<file path="config.mk">
export PLATFORM = sky130hd
export DESIGN_NAME = pipe_run_ctrl
export DESIGN_NICKNAME = d
export VERILOG_FILES = /design/src/rtl/pipe_run_ctrl.sv
export SDC_FILE = /design/constraint.sdc
export NUM_CORES = 1
export LEC_CHECK = 0
export CAP_MARGIN = 40
export CORE_MARGIN = 3
export CORE_UTILIZATION = 35
export CTS_CLUSTER_SIZE = 40
export DETAILED_ROUTE_END_ITERATION = 12
export GPL_TIMING_DRIVEN = 0
export PLACE_DENSITY_LB_ADDON = 0.08
export SYNTH_ARGS = -nofsm -noshare
export SYNTH_HDL_FRONTEND = slang
export SYNTH_SLANG_ARGS = --single-unit
</file>
<file path="constraint.sdc">
create_clock -name clk -period 4.95 [get_ports clk]
set_input_delay 0.7425 -clock clk [delete_from_list [all_inputs] [get_ports clk]]
set_output_delay 0.7425 -clock clk [all_outputs]
set_load 0.03 [all_outputs]
</file>
<file path="src/rtl/pipe_run_ctrl.sv">
`default_nettype none
// ============================================================================
// Module   : pipe_run_ctrl
// Brief    : Run sequencer for the FP pipeline: soft reset, timed run, result
//            dump, and host memory access arbitration on one memory port.
// Revision : 1.0 - initial release
// ============================================================================
module pipe_run_ctrl #(
  parameter int ADDR_W     = 12,
  parameter int CNT_W      = 16,
  parameter int RST_CYCLES = 4,
  parameter int RD_LAT     = 2
) (
  input  logic              clk,
  input  logic              reset,
  input  logic              cmd_valid,
  output logic              cmd_ready,
  input  logic [1:0]        cmd_op,
  input  logic [CNT_W-1:0]  cmd_arg,
  input  logic [1:0]        cmd_sel,
  input  logic [ADDR_W-1:0] cmd_addr,
  input  logic              abort,
  input  logic              host_req,
  input  logic              host_we,
  input  logic [1:0]        host_sel,
  input  logic [ADDR_W-1:0] host_addr,
  input  logic [31:0]       host_wdata,
  output logic              host_gnt,
  output logic              host_rvalid,
  output logic [31:0]       host_rdata,
  output logic              pipe_rst,
  output logic              pipe_en,
  output logic              mem_we,
  output logic              mem_re,
  output logic [1:0]        mem_sel,
  output logic [ADDR_W-1:0] mem_addr,
  output logic [31:0]       mem_wdata,
  input  logic [31:0]       mem_rdata,
  output logic              dump_valid,
  output logic [31:0]       dump_data,
  output logic              busy,
  output logic              done,
  output logic              aborted,
  output logic [31:0]       cycles
);

  localparam logic [2:0] S_IDLE  = 3'd0;
  localparam logic [2:0] S_SRST  = 3'd1;
  localparam logic [2:0] S_RUN   = 3'd2;
  localparam logic [2:0] S_DUMP  = 3'd3;
  localparam logic [2:0] S_DRAIN = 3'd4;

  localparam logic [1:0] OP_SRST = 2'd0;
  localparam logic [1:0] OP_RUN  = 2'd1;
  localparam logic [1:0] OP_DUMP = 2'd2;

  localparam logic [RD_LAT-1:0] C_TAG_LAST = RD_LAT'(1) << (RD_LAT - 1);

  logic [2:0]        r_state;
  logic [CNT_W-1:0]  r_cnt;
  logic [31:0]       r_cycles;
  logic              r_aborted;
  logic              r_done;
  logic              r_pipe_rst;
  logic              r_pipe_en;
  logic              r_mem_we;
  logic              r_mem_re;
  logic              r_rd_dump;
  logic [1:0]        r_mem_sel;
  logic [ADDR_W-1:0] r_mem_addr;
  logic [31:0]       r_mem_wdata;
  logic [RD_LAT-1:0] r_dump_tag;
  logic [RD_LAT-1:0] r_host_tag;

  logic              w_accept;
  logic              w_gnt;
  logic              w_abort;
  logic              w_dump_last;
  logic [RD_LAT-1:0] w_dump_next;
  logic [RD_LAT-1:0] w_host_next;

  assign w_accept = cmd_valid && (r_state == S_IDLE);
  assign w_gnt    = host_req && (r_state == S_IDLE) && !cmd_valid;
  assign w_abort  = abort && ((r_state == S_RUN) || (r_state == S_DUMP) || (r_state == S_DRAIN));

  // Tag pipes track each read until its data is on mem_rdata at the last stage.
  always_comb begin
    w_dump_next    = r_dump_tag << 1;
    w_dump_next[0] = r_mem_re && r_rd_dump;
    w_host_next    = r_host_tag << 1;
    w_host_next[0] = r_mem_re && !r_rd_dump;
  end

  // Final beat reaches the output stage at this edge with nothing behind it.
  assign w_dump_last = ((r_state == S_DRAIN) || ((r_state == S_DUMP) && (r_cnt == '0)))
                       && (w_dump_next == C_TAG_LAST);

  always_ff @(posedge clk or negedge reset) begin
    if (!reset) begin
      r_state     <= S_IDLE;
      r_cnt       <= '0;
      r_cycles    <= '0;
      r_aborted   <= 1'b0;
      r_done      <= 1'b0;
      r_pipe_rst  <= 1'b0;
      r_pipe_en   <= 1'b0;
      r_mem_we    <= 1'b0;
      r_mem_re    <= 1'b0;
      r_rd_dump   <= 1'b0;
      r_mem_sel   <= '0;
      r_mem_addr  <= '0;
      r_mem_wdata <= '0;
      r_dump_tag  <= '0;
      r_host_tag  <= '0;
    end else begin
      r_done     <= 1'b0;
      r_mem_we   <= 1'b0;
      r_dump_tag <= w_abort ? '0 : w_dump_next;
      r_host_tag <= w_host_next;
      if (r_pipe_en && (r_cycles != '1)) begin
        r_cycles <= r_cycles + 32'd1;
      end
      if (w_abort) begin
        r_state   <= S_IDLE;
        r_pipe_en <= 1'b0;
        r_mem_re  <= 1'b0;
        r_aborted <= 1'b1;
      end else begin
        case (r_state)
          S_IDLE: begin
            r_mem_re <= 1'b0;
            if (w_accept) begin
              r_aborted <= 1'b0;
              r_cycles  <= '0;
              r_cnt     <= cmd_arg - CNT_W'(1);
              case (cmd_op)
                OP_SRST: begin
                  r_state    <= S_SRST;
                  r_pipe_rst <= 1'b1;
                  r_cnt      <= CNT_W'(RST_CYCLES - 1);
                end
                OP_RUN: begin
                  if (cmd_arg != '0) begin
                    r_state   <= S_RUN;
                    r_pipe_en <= 1'b1;
                  end else begin
                    r_done <= 1'b1;
                  end
                end
                OP_DUMP: begin
                  if (cmd_arg != '0) begin
                    r_state    <= S_DUMP;
                    r_mem_re   <= 1'b1;
                    r_rd_dump  <= 1'b1;
                    r_mem_sel  <= cmd_sel;
                    r_mem_addr <= cmd_addr;
                  end else begin
                    r_done <= 1'b1;
                  end
                end
                default: r_done <= 1'b1;
              endcase
            end else if (w_gnt) begin
              r_mem_we    <= host_we;
              r_mem_re    <= !host_we;
              r_rd_dump   <= 1'b0;
              r_mem_sel   <= host_sel;
              r_mem_addr  <= host_addr;
              r_mem_wdata <= host_wdata;
            end
          end
          S_SRST: begin
            if (r_cnt == '0) begin
              r_pipe_rst <= 1'b0;
              r_state    <= S_IDLE;
              r_done     <= 1'b1;
            end else begin
              r_cnt <= r_cnt - CNT_W'(1);
            end
          end
          S_RUN: begin
            if (r_cnt == '0) begin
              r_pipe_en <= 1'b0;
              r_state   <= S_IDLE;
              r_done    <= 1'b1;
            end else begin
              r_cnt <= r_cnt - CNT_W'(1);
            end
          end
          S_DUMP: begin
            if (r_cnt == '0) begin
              r_mem_re <= 1'b0;
              r_state  <= w_dump_last ? S_IDLE : S_DRAIN;
              r_done   <= w_dump_last;
            end else begin
              r_mem_re   <= 1'b1;
              r_cnt      <= r_cnt - CNT_W'(1);
              r_mem_addr <= r_mem_addr + ADDR_W'(1);
            end
          end
          S_DRAIN: begin
            if (w_dump_last || (w_dump_next == '0)) begin
              r_state <= S_IDLE;
              r_done  <= 1'b1;
            end
          end
          default: r_state <= S_IDLE;
        endcase
      end
    end
  end

  assign cmd_ready   = (r_state == S_IDLE);
  assign busy        = (r_state != S_IDLE);
  assign host_gnt    = w_gnt;
  assign host_rvalid = r_host_tag[RD_LAT-1];
  assign host_rdata  = host_rvalid ? mem_rdata : 32'd0;
  assign dump_valid  = r_dump_tag[RD_LAT-1];
  assign dump_data   = dump_valid ? mem_rdata : 32'd0;
  assign pipe_rst    = r_pipe_rst;
  assign pipe_en     = r_pipe_en;
  assign mem_we      = r_mem_we;
  assign mem_re      = r_mem_re;
  assign mem_sel     = r_mem_sel;
  assign mem_addr    = r_mem_addr;
  assign mem_wdata   = r_mem_wdata;
  assign done        = r_done;
  assign aborted     = r_aborted;
  assign cycles      = r_cycles;

endmodule
`default_nettype wire

</file>
==> results by group, run 1 <==
CTS
  – H-tree levels: 3
  – # Post-CTS Setup Buffers: 0
  – Clk buf depth: 2
  – CTS tree: built
  – Post-cts resize count: 0
  – Hold-fix buffers, CTS: 0
  – Total clock sinks: 108
  – Worst skew pair latency: 360 ps
  – CTS buffer count: 9
  – Root Driver: clkbuf_16
  – Worst-path clk slew: 70 ps

Synthesis
  – Post-Syn Area: 6520 sq um
  – Yosys cell types: 64
  – Post-synth EDFFs: 0
  – FF+latch count, synth: 108
  – Syn_nets: 916
  – Syn Area/Cell: 8.25 sq um
  – Seq/Total Area, Yosys: 0.415
  – Number of warnings issued by yosys: 0
  – Ys async rst share: 1.00
  – Syn Inst Count: 790
  – Ys flop type: dfrtp_1

Drt
  – WL met1: 8940 um
  – Routed WL per cell: 16.7 um
  – Avg Vias per Cell: 5.16
  – Met2 Routed Length: 11100 um
  – 1st-pass router iterations: 5
  – DRC: 0
  – Routed Antenna Nets: 0
  – DRT Wirelength: 21800 um
  – 1st-iter DRT viols: 319
  – DR WL met3: 1460 um
  – Vias: 6740
  – Max layer used: met4

Final layout
  – Filler Cells Inserted: 1786
  – Area of the multi-input gates: 3590 sq um
  – Register area: 2700 sq um
  – Final net count: 1195
  – Share of layout cells above drive strength 1: 0.0372
  – Area grow syn2layout: 50.8%

GRT
  – Largest net degree at the start of global routing: 71
  – First-pass GRT wire length: 34100 um
  – Tot GR Track Use: 0.209
  – Initial antenna violation count: 3
  – Overflow after GRT: 0
  – Vias in the first global route: 6346

Placed design
  – Port bufs: 267
  – Pre-CTS setup slack: 1050 ps
  – Final GP Congestion: 0.866
  – HPWL after DPL: 17100 um

Timing
  – Min Tclk post-route: 3910 ps
  – Fin crit share: 0.791
  – Worst rel slew slack: 0.379
  – Clock skew: 14.5 ps
  – Final Max Tran Viols: 0
  – Setup TNS: 0 ps
  – Fmax: 256 MHz
  – Final Hold Vio Count: 0
  – RSZ-0062 raised after global routing: false
  – Setup slack after layout: 1040 ps
  – Worst Max-Slew Pin Slew: 929 ps
  – Final setup viols: 0

Power
  – Sw Ratio: 0.461
  – Sequential share of power: 0.284
  – Leakage power: 0.00403 uW
  – Switching power: 2360 uW
  – PwrDens: 521 nW/um^2
  – Tot Pwr: 5130 uW
  – Int Power: 2760 uW
  – Peak VDD IR: 0.000300 V
  – Clock Power Share: 0.152
  – Comb power frac: 0.565

Worst setup path
  – Buffers plus inverters on the worst setup path: 4
  – Startpoint Class: input pin
  – CP Max Fanout: 10
  – Register-to-register setup slack: 2160 ps
  – Critical Path RT: 4210 ps
  – CP peak stage delay: 760 ps
  – Reg-to-reg startpoint: r_state[1]
  – CP cell instances: clkdlybuf4s50_1, nor2b_1, nand2_1, inv_1, buf_1, clkdlybuf4s50_1
  – Slowest-stage cell, CP: clkdlybuf4s50_1
  – Family with the most delay on the worst path: buffers and inverters
  – CP Capture Type: output port
  – Worst Reg-to-Reg Cells: 5
  – R2R Path End: cycles[6]
  – Worst Setup SP: cmd_valid
  – Worst Setup Path Type: in -> out
  – Most used cell, CP: clkdlybuf4s50_1
  – CP arrival: 3170 ps

Floorplan
  – # rows: 49
  – Chip Width: 142 um
  – Die ar.: 20300 sq um
  – Core area: 18100 sq um
  – Die Y: 142 um
  – Ports: 269
  – Initial core utilization: 0.359

Run status
  – Status: completed

Min path
  – Hold Path Class: in -> async

Job
  – Max-cap viol count: 0
-- cells in the final DEF (no fill, tap or decap), types with 4 or more instances in the layout --
| master | netlist | final |
|---|---|---|
| clkdlybuf4s50_1 | 0 | 266 |
| nand2_1 | 153 | 153 |
| dfrtp_1 | 108 | 108 |
| and2_1 | 75 | 75 |
| nor2_1 | 56 | 56 |
| o21ai_0 | 51 | 51 |
| a21oi_1 | 39 | 39 |
| clkbuf_1 | 32 | 32 |
| nand3_1 | 21 | 21 |
| nand4_1 | 20 | 20 |
| inv_1 | 17 | 17 |
| nor3_1 | 17 | 17 |
| nor4_1 | 15 | 15 |
| or3_1 | 15 | 15 |
| xor2_1 | 13 | 13 |
| o31ai_1 | 11 | 11 |
| xnor2_1 | 11 | 11 |
| ha_1 | 10 | 10 |
| or4_1 | 9 | 9 |
| clkbuf_16 | 0 | 9 |
| and3_1 | 8 | 8 |
| a31oi_1 | 8 | 8 |
| and4_1 | 7 | 7 |
| o211ai_1 | 7 | 7 |
| mux2i_1 | 6 | 6 |
| nor2b_1 | 5 | 5 |
| buf_1 | 5 | 5 |
| buf_2 | 5 | 5 |
| o22a_1 | 4 | 4 |
| o21a_1 | 4 | 4 |
-- registers in the layout (all words and copies together) (netlist names) --
name and count:
pipe_rst 1, r_host_tag 2, cycles 32, pipe_en 1, mem_we 1, mem_addr 12
r_state 3, r_rd_dump 1, mem_re 1, done 1, mem_wdata 32, aborted 1
mem_sel 2, r_dump_tag 2, r_cnt 16
-- metal layers --
layer	up-vias	track usage
met5	-	0
met4	0	0.0695
met3	17	0.0497
met2	204	0.364
met1	3177	0.253
li1	3342	-
-- worst reg2reg max path: cells and delay by family (launching register included) --
kind / cells / cell delay (ps)
buffers and inverters: 3 / 1280
DFF: 1 / 440
and+or+nand+nor: 2 / 940
-- cells by family after synthesis --
family,share of synthesized area
compound gates,0.159
xor+xnor,0.0322
fa+ha+maj,0.0192
buf+inv,0.0349
flops,0.415
mux,0.0161
simple gates,0.324
-- area by class of cell --
type                    instances  share of cell area
diodes                          3            0.000763
plain buffers                  42              0.0167
clock inverters                 5             0.00674
clock buffers                  11              0.0257
well taps                     229              0.0291
multi-input cells             623               0.365
repair buffers                268               0.275
flip-flops and latches        108               0.275
inverters                      17             0.00649
-- worst max path at each step --
stage / cells past startpoint / slack, ps / end
2_1_floorplan: 5 / 1950 / host_gnt
3_3_place_gp: 1 / -1360 / r_cnt[6]
3_5_place_dp: 6 / 1050 / host_gnt
4_1_cts: 6 / 1030 / host_gnt
5_1_grt: 6 / 740 / host_gnt
6_report: 6 / 1040 / host_gnt
-- per-stage QoR --
step | hold slack, ps | util | area [sq um] | instances
final | 289 | 0.542 | 9830 | 1306
after global routing | 306 | 0.542 | 9830 | 1306
after CTS | 293 | 0.542 | 9830 | 1303
after detailed placement | 335 | 0.524 | 9510 | 1287
after global placement | 339 | 0.522 | 9480 | 1286
after floorplan | 331 | - | 6520 | 790
-- power groups by stage --
| stage | sequential, uW | combinational [uW] | clock [uW] |
|---|---|---|---|
| floorplan | 1850 | 1320 | 0 |
| global placement | 1460 | 2910 | 0 |
| detailed placement | 1470 | 2920 | 0 |
| CTS | 1460 | 2920 | 791 |
| global route | 1500 | 3140 | 831 |
| finish | 1450 | 2890 | 777 |
-- cells in the mapped netlist, types with 3 or more instances --
cell / instances / area share
o22a_1: 4 / 0.0054
o21bai_1: 3 / 0.0035
nand4_1: 20 / 0.019
nand2b_1: 3 / 0.0029
and3_1: 8 / 0.0077
and4_1: 7 / 0.0094
xor2_1: 13 / 0.017
o21ai_0: 51 / 0.039
ha_1: 10 / 0.019
or3_1: 15 / 0.014
or2_2: 3 / 0.0029
nor2_1: 56 / 0.032
mux2i_1: 6 / 0.0092
buf_1: 5 / 0.0029
o31ai_1: 11 / 0.013
or4_1: 9 / 0.010
o2111ai_1: 3 / 0.0040
nor4_1: 15 / 0.014
o21a_1: 4 / 0.0046
and2_1: 75 / 0.072
a31oi_1: 8 / 0.0077
nand3_1: 21 / 0.016
o22ai_1: 3 / 0.0029
mux2_2: 3 / 0.0052
xnor2_1: 11 / 0.015
nand2_1: 153 / 0.088
buf_2: 5 / 0.0038
a21oi_1: 39 / 0.030
clkbuf_1: 32 / 0.018
dfrtp_1: 108 / 0.41
a221o_1: 3 / 0.0046
nor3_1: 17 / 0.013
inv_1: 17 / 0.0098
nor2b_1: 5 / 0.0048
o211ai_1: 7 / 0.0081
Power figures use the tool's default switching activity.
==> inputs of run 2 (changes only) <==
==> constraint.sdc (replaced) <==
create_clock -name clk -period 3.5 [get_ports clk]
set_input_delay 0.525 -clock clk [delete_from_list [all_inputs] [get_ports clk]]
set_output_delay 0.525 -clock clk [all_outputs]
set_load 0.03 [all_outputs]
==> run 2 against run 1 <==
First-iteration DRC count down 4.4%; critical path depth down 1; clock power up 42%; critical endpoint unchanged; highest routed layer unchanged; critical path type is now reg -> out.
==> results by group, run 2 (synthesis gave the netlist of run 1 again) <==
Run status
  – Status: completed

Placed design
  – Area after DPL: 9510 sq um (unchanged)
  – Final GP Congestion: 0.866 (unchanged)
  – Port bufs: 267 (unchanged)
  – HPWL after DPL: 17100 um (unchanged)
  – Pre-CTS setup slack: 39.2 ps (-1020 ps)

Worst setup path
  – CP Capture Type: output port
  – Critical Path RT: 2970 ps (-1240 ps)
  – CP Max Fanout: 15 (+5)
  – Worst Setup Path Type: reg -> out
  – Register-to-register setup slack: 710 ps (-1450 ps)
  – Startpoint Class: flip-flop
  – CP arrival: 2630 ps (-540 ps)

CTS
  – Total clock sinks: 108 (unchanged)
  – Root Driver: clkbuf_16
  – Clk buf depth: 2 (unchanged)
  – Post-cts resize count: 0 (unchanged)
  – CTS tree: built
  – Worst skew pair latency: 360 ps (about the same)
  – CTS buffer count: 9 (unchanged)
  – Worst-path clk slew: 70 ps (about the same)
  – Hold-fix buffers, CTS: 0 (unchanged)
  – H-tree levels: 3 (unchanged)
  – # Post-CTS Setup Buffers: 0 (unchanged)

Drt
  – DRC: 0 (unchanged)
  – 1st-pass router iterations: 4 (-1)
  – Routed Antenna Nets: 0 (unchanged)
  – Vias: 6748 (+0.12%)
  – DRT Wirelength: 21900 um (+0.12%)
  – Routed WL per cell: 16.8 um (+0.20%)
  – 1st-iter DRT viols: 305 (-4.4%)
  – Avg Vias per Cell: 5.17 (+0.20%)

Timing
  – Final setup viols: 0 (unchanged)
  – Final Hold Vio Count: 0 (unchanged)
  – Worst Max-Slew Pin Slew: 920 ps (-8.74 ps)
  – Clock skew: 14.7 ps (+0.239 ps)
  – Min Tclk post-route: 3150 ps
  – RSZ-0062 raised after global routing: false
  – Worst rel slew slack: 0.385 (+0.00584)
  – Final Max Tran Viols: 0 (unchanged)
  – Fmax: 317 MHz
  – Setup slack after layout: 345 ps (-691 ps)
  – Fin crit share: 0.901

Power
  – PwrDens: 737 nW/um^2 (+41%)
  – Leakage power: 0.00402 uW (-0.25%)
  – Peak VDD IR: 0.000425 V (+41%)
  – Tot Pwr: 7250 uW (+41%)

Final layout
  – Cell area after layout: 9840 sq um (about the same)
  – Fin util: 0.542 (about the same)
  – Filler Cells Inserted: 1791 (+0.28%)
  – Leading cell type in the layout, fill and taps excluded: clkdlybuf4s50_1
  – Commonest cells after routing, fill and taps aside: clkdlybuf4s50_1, nand2_1, dfrtp_1, and2_1, nor2_1
  – Share of layout cells above drive strength 1: 0.0391 (+0.00190)
  – Area grow syn2layout: 50.9% (about the same)
  – Final net count: 1194 (-0.084%)

Floorplan
  – Core area: 18100 sq um (unchanged)
  – Chip Width: 142 um (unchanged)
  – Ports: 269 (unchanged)
  – Initial core utilization: 0.359 (unchanged)
  – Die ar.: 20300 sq um (unchanged)
  – # rows: 49 (unchanged)
  – Die Y: 142 um (unchanged)

GRT
  – Initial antenna violation count: 3 (unchanged)
  – Overflow after GRT: 0 (unchanged)
  – Largest net degree at the start of global routing: 71 (unchanged)
  – Tot GR Track Use: 0.209 (about the same)
  – First-pass GRT wire length: 34000 um (about the same)
  – Vias in the first global route: 6338 (-0.13%)

Job
  – Max-cap viol count: 0 (unchanged)

Min path
  – Hold Path Class: in -> async
[run 2: changes by cell type in the layout (fill, tap and decap cells not counted)]
cell and change:
clkinvlp_4 +1, nor2_1 -1, buf_1 -1, inv_1 -1
nor2_2 +1
[run 2: metrics by stage]
stage	cells	hold slack, ps	setup TNS [ps]
after floorplan	790	229	0
after global placement	1286	339	-279580
after detailed placement	1287	335	0
after CTS	1302	75.9	0
after global routing	1305	88.6	0
final	1305	71.4	0
[run 2: critical path, stage by stage (launching register included)]
cell	delay, ps
dfrtp_1	440
or2_2	360
nor2_2	240
nand2_1	250
clkinvlp_4	280
clkdlybuf4s50_1	710
[run 2: report_power, final]
part | switching (uW) | internal (uW)
combinational | 2480 | 1620
sequential | 378 | 1680
clock | 494 | 604
total | 3350 | 3910
[run 2: final timing paths]
kind / from / end / cells after the start
worst min-delay path: reset / mem_addr[4] / 1
worst max-delay path: r_state[1] / host_gnt / 5
min in group clk: r_host_tag[0] / r_host_tag[1] / 0
worst max register to register: r_state[1] / cycles[6] / 5
worst min register to register: r_host_tag[0] / r_host_tag[1] / 0
max in group asynchronous: reset / cycles[1] / 2
[run 2: area by class of cell]
cell class	count	area [sq um]	share of cell area
multi-input combinational	623	3590	0.365
clock buffer	11	253	0.0257
inverter	17	67.6	0.00687
tap	229	287	0.0291
buffer	41	160	0.0163
antenna	3	7.51	0.000763
clock inverter	5	66.3	0.00674
sequential	108	2700	0.275
timing repair buffer	268	2700	0.275
[run 2: per-layer routing]
metal / vias to the layer above / track usage / share of wire
li1: 3341 / - / -
met1: 3183 / 0.253 / 0.41
met2: 204 / 0.364 / 0.51
met3: 20 / 0.0497 / 0.065
met4: 0 / 0.0695 / 0.015
met5: - / 0 / 0
